`src/rtl/spike_rate_decoder.sv`:
```
// Spike-line receive decoder: counts rising edges per WINDOW-cycle window, tracks the minimum
// inter-spike interval, and presents {rate, min_isi} on a valid/ready port with sticky overrun.
module spike_rate_decoder #(
  parameter int unsigned WINDOW = 256,
  parameter int unsigned CNT_W  = 8,
  parameter int unsigned ISI_W  = 8
) (
  input  logic             clk,
  input  logic             reset_n,
  input  logic             enable,
  input  logic             spike,
  output logic [CNT_W-1:0] rate,
  output logic [ISI_W-1:0] min_isi,
  output logic             out_valid,
  input  logic             out_ready,
  output logic             overrun,
  output logic             busy
);

  localparam int unsigned WIN_W = (WINDOW > 2) ? $clog2(WINDOW) : 1;

  typedef enum logic {
    IDLE,
    COUNT
  } state_t;

  state_t           r_state;
  state_t           w_state_nxt;

  logic             r_spike_q;
  logic [WIN_W-1:0] r_win_cnt;
  logic [CNT_W-1:0] r_edge_cnt;
  logic [ISI_W-1:0] r_isi_timer;
  logic [ISI_W-1:0] r_min_run;
  logic             r_have_prev;
  logic [CNT_W-1:0] r_rate;
  logic [ISI_W-1:0] r_min_isi;
  logic             r_out_valid;
  logic             r_overrun;

  logic             w_edge;
  logic             w_last;
  logic             w_new_result;
  logic [CNT_W-1:0] w_cnt_nxt;
  logic [ISI_W-1:0] w_min_nxt;
  logic [ISI_W-1:0] w_isi_inc;

  always_comb begin
    w_state_nxt = r_state;
    case (r_state)
      IDLE:    if (enable)  w_state_nxt = COUNT;
      COUNT:   if (!enable) w_state_nxt = IDLE;
      default: w_state_nxt = IDLE;
    endcase
  end

  // Final count/min of the current cycle, including an edge landing on it.
  always_comb begin
    w_edge       = spike & ~r_spike_q;
    w_last       = (r_win_cnt == WIN_W'(WINDOW - 1));
    w_new_result = (r_state == COUNT) && enable && w_last;
    w_cnt_nxt    = r_edge_cnt;
    if (w_edge && (r_edge_cnt != '1))
      w_cnt_nxt = r_edge_cnt + CNT_W'(1);
    w_min_nxt = r_min_run;
    if (w_edge && r_have_prev && (r_isi_timer < r_min_run))
      w_min_nxt = r_isi_timer;
    w_isi_inc = (r_isi_timer == '1) ? r_isi_timer : r_isi_timer + ISI_W'(1);
  end

  always_ff @(posedge clk) begin
    if (!reset_n) begin
      r_state     <= IDLE;
      r_spike_q   <= 1'b0;
      r_win_cnt   <= '0;
      r_edge_cnt  <= '0;
      r_isi_timer <= '0;
      r_min_run   <= '1;
      r_have_prev <= 1'b0;
      r_rate      <= '0;
      r_min_isi   <= '1;
      r_out_valid <= 1'b0;
      r_overrun   <= 1'b0;
    end else begin
      r_state   <= w_state_nxt;
      r_spike_q <= spike;

      if (r_state == IDLE && enable) begin
        r_win_cnt   <= '0;
        r_edge_cnt  <= '0;
        r_min_run   <= '1;
        r_have_prev <= 1'b0;
        r_isi_timer <= '0;
      end else if (r_state == COUNT && enable) begin
        r_win_cnt  <= w_last ? '0 : r_win_cnt + WIN_W'(1);
        r_edge_cnt <= w_last ? '0 : w_cnt_nxt;
        r_min_run  <= w_last ? '1 : w_min_nxt;
        if (w_edge) begin
          r_isi_timer <= ISI_W'(1);
          r_have_prev <= 1'b1;
        end else begin
          r_isi_timer <= w_isi_inc;
        end
      end

      // A result arriving on an accept cycle replaces the accepted one without overrun.
      if (w_new_result) begin
        r_rate      <= w_cnt_nxt;
        r_min_isi   <= w_min_nxt;
        r_out_valid <= 1'b1;
        if (r_out_valid && !out_ready)
          r_overrun <= 1'b1;
      end else if (r_out_valid && out_ready) begin
        r_out_valid <= 1'b0;
      end

      if (!enable)
        r_overrun <= 1'b0;
    end
  end

  assign rate      = r_rate;
  assign min_isi   = r_min_isi;
  assign out_valid = r_out_valid;
  assign overrun   = r_overrun;
  assign busy      = (r_state == COUNT);

endmodule
```
`config.mk`:
```
export PLATFORM = sky130hd
export DESIGN_NAME = spike_rate_decoder
export DESIGN_NICKNAME = d
export VERILOG_FILES = /design/src/rtl/spike_rate_decoder.sv
export SDC_FILE = /design/constraint.sdc
export NUM_CORES = 1
export LEC_CHECK = 0
export BUFFER_PORTS_ARGS = -buffer_cell sky130_fd_sc_hd__buf_2
export CORE_MARGIN = 5
export CORE_UTILIZATION = 50
export DETAILED_ROUTE_END_ITERATION = 8
export GPL_TIMING_DRIVEN = 0
export PLACE_DENSITY = 0.68
export SYNTH_ARGS = -nofsm -noshare
export SYNTH_HDL_FRONTEND = slang
export SYNTH_SLANG_ARGS = --single-unit
export TNS_END_PERCENT = 1
```
`constraint.sdc`:
```
create_clock -name clk -period 3.7 [get_ports clk]
set_clock_uncertainty 0.1 [all_clocks]
set_input_delay 0.185 -clock clk [delete_from_list [all_inputs] [get_ports clk]]
set_output_delay 0.185 -clock clk [all_outputs]
set_load 0.005 [all_outputs]
```
==> flow_summary.json <==
{
  "synth.top_cell.area_share_pct": 34.7,
  "met3WireLength_um": 431,
  "ys_ff_latch": 53,
  "io_pins": 24,
  "layout_common_cells": "dfxtp_1 (53), buf_2 (31), nor2_1 (26)",
  "htreeDepth": 2,
  "insertion_delay_ps": 310,
  "viasPerCell": 6.05,
  "r2r-start": "r_isi_timer[7]",
  "cp_top_family": "compound AO/OA/AOI/OAI gates",
  "final_hold_viol_count": 0,
  "leakagePower_nw": 1.31,
  "place_hpwl_mm": 5.45,
  "total_power_mw": 1.00,
  "fin_crit_ps": 2410,
  "place_congestion": 0.935,
  "post_cts_resized": 0,
  "syn_inst": 351,
  "syn_avg_cell_area_sq_um": 8.70,
  "grt_pass1_wl_mm": 12.8,
  "clockBufferDepth": 2,
  "clockPowerShare_pct": 34.6,
  "crit_type": "reg -> reg",
  "ctsHoldBuffers": 0,
  "tns_ps": 0,
  "core_area_sq_um": 5920,
  "rows": 28,
  "cts_tree": "done",
  "outcome": "finished, final reports clean",
  "start_util_pct": 51.6,
  "cpPeakStageDelay_ps": 610,
  "ys_top_cells_by_area": "dfxtp_1 (35%), ha_1 (4.1%), a211oi_1 (3.9%), nor3_1 (3.6%), o21ai_0 (3.6%)",
  "power_density_nw_per_um2": 299,
  "track_usage_pct": 20.8,
  "drt-initial-drc-count": 181,
  "die_x_um": 88.2,
  "slowest_stage": "a2111oi_0",
  "startpoint_type": "flop",
  "path_cells": "ha_1 -> and4_1 -> o21a_1 -> buf_4 -> a2111oi_0 -> a211oi_1",
  "synth-edff-count": 0,
  "finalCritPeriodShare_pct": 65.0,
  "peakVddDrop_v": 0.000166,
  "areaGrowthSynthToFinish_pct": 9.79,
  "cp-startpoint": "r_isi_timer[7]",
  "antenna_found_initial": 0,
  "path_buf_inv": 1,
  "drt-wirelength-per-cell_um": 16.4,
  "netlist_area_sq_um": 3050,
  "synth_top_area_cell": "dfxtp_1",
  "drc_errors": 0,
  "seq_power_share_pct": 58.2,
  "synthArstFlopShare_pct": 0,
  "met2_length_mm": 3.19,
  "post_route_cells_drive_above_1_share_pct": 17.8,
  "grt_setup_unrepaired": "false",
  "max_cap_viol_count": 0,
  "layout_commonest_cell": "dfxtp_1",
  "wl_met1_mm": 3.79,
  "grt_pass1_vias": 2547,
  "wirelength_mm": 7.49,
  "cts-root-buf": "clkbuf_8",
  "synth_flop_cell": "dfxtp_1",
  "arrival_ps": 2480,
  "worst_hold_path_type": "in -> reg",
  "critPathCaptureType": "flop",
  "cts_inserted_buffers": 5,
  "p_int_uw": 748,
  "combPwrFrac_pct": 7.2,
  "nFillCells": 560,
  "reg2regPathDepth": 6,
  "cp_data_required_time_ps": 3780,
  "max_freq_ghz": 0.416,
  "antenna_cells": 0,
  "clkSinkCount": 53,
  "path_depth": 6,
  "top_layer_used": "met4",
  "crit_end": "min_isi[4]",
  "final_nets": 396,
  "cp_max_fo": 10,
  "drv_slew": 0,
  "ant_nets": 0,
  "finalSetupViolCount": 0,
  "port_buffers": 23,
  "p_sw_share_pct": 25.3,
  "grt_overflow": 0,
  "hold_ws_ps": 57.2,
  "syn-num-nets": 366,
  "fp.dieH_um": 88.2,
  "p_sw_uw": 253,
  "synth.yosys.seq_area_share_pct": 34.7,
  "cts_setup_buffers": 0,
  "netlist-cell-type-count": 62,
  "r2r_slack_ps": 1290,
  "r2r_end": "min_isi[4]",
  "ys_warn_count": 0,
  "worst_pin_slew_ps": 796,
  "relSlewSlack_pct": 45.6,
  "clkSlewWorstSetupHoldPaths_ps": 100,
  "vias": 2758,
  "drtPass1Iterations": 5,
  "die_area_sq_um": 7770,
  "grt_start_max_net_pins": 16
}
[per-stage QoR]
stage	cells	setup slack, ps	cell area (sq um)	util [%]
after floorplan	351	1750	3050	-
after CTS	456	1360	3350	56.6
after detailed placement	449	1380	3260	55.1
final	456	1290	3350	56.6
after global routing	456	1140	3350	56.6
after global placement	449	1360	3260	55.1
[metal layers]
layer  track usage [%]  vias to the layer above
met3              3.57                        9
met2              31.2                       82
li1                  -                     1374
met5                 0                        -
met1              30.7                     1293
met4              5.22                        0
[power groups by stage]
| stage | logic [mW] | registers (mW) | clock network [mW] |
|---|---|---|---|
| 3_3_place_gp | 0.0711 | 0.595 | 0 |
| 4_1_cts | 0.0719 | 0.582 | 0.353 |
| 5_1_grt | 0.0806 | 0.583 | 0.378 |
| 2_1_floorplan | 0.0502 | 0.593 | 0 |
| 3_5_place_dp | 0.0717 | 0.595 | 0 |
| 6_report | 0.0726 | 0.582 | 0.346 |
[worst min-delay path by stage]
stage	slack (ps)	to	from	depth (start not counted)
finish	60	r_spike_q	spike	2
floorplan	210	r_spike_q	spike	1
detailed placement	360	rate[4]	rate[4]	2
CTS	60	r_spike_q	spike	2
global placement	350	rate[4]	rate[4]	2
global route	60	r_spike_q	spike	2
[flip-flops by register name (all words and copies together) (netlist names)]
signal       cells
overrun          1
r_min_run        8
busy             1
r_edge_cnt       8
rate             8
r_have_prev      1
r_spike_q        1
r_win_cnt        8
out_valid        1
r_isi_timer      8
min_isi          8
[worst reg2reg max path, cell delays in order, from the launching register on]
cell,delay (ps)
dfxtp_1,560
ha_1,330
and4_1,200
o21a_1,180
buf_4,200
a2111oi_0,610
a211oi_1,100
[area by class of cell]
cell class              count  area (sq um)  area share [%]
plain buffers              22           139            4.14
clock buffers               6          82.6            2.46
well taps                  75          93.8            2.80
flip-flops and latches     53          1060            31.6
repair buffers             23           115            3.43
clock inverters             1          7.51           0.224
inverters                  17          63.8            1.90
multi-input cells         259          1790            53.4
[kinds of logic after synthesis]
group | count (synthesis) | share of synthesized area (%)
compound gates | 111 | 28.5
flops | 53 | 34.7
buf+inv | 39 | 6.64
xor+xnor | 9 | 2.58
fa+ha+maj | 10 | 4.10
mux | 2 | 0.655
simple gates | 127 | 22.8
[cells in the mapped netlist (4+ instances only)]
cell / n
a211oi_1: 16
and2_1: 4
ha_1: 10
a211o_1: 8
nand3_1: 5
o21ai_0: 22
a31oi_1: 5
nor3_1: 22
a311oi_1: 4
nor2_1: 26
nand4_1: 8
xor2_1: 6
o21a_1: 7
buf_4: 4
nand2b_1: 9
and3_1: 6
dfxtp_1: 53
inv_1: 17
buf_6: 4
or3_1: 4
clkbuf_1: 5
a21oi_1: 14
nand2_1: 24
buf_2: 8
a2111oi_0: 8
(Power assumes the default switching activity.)
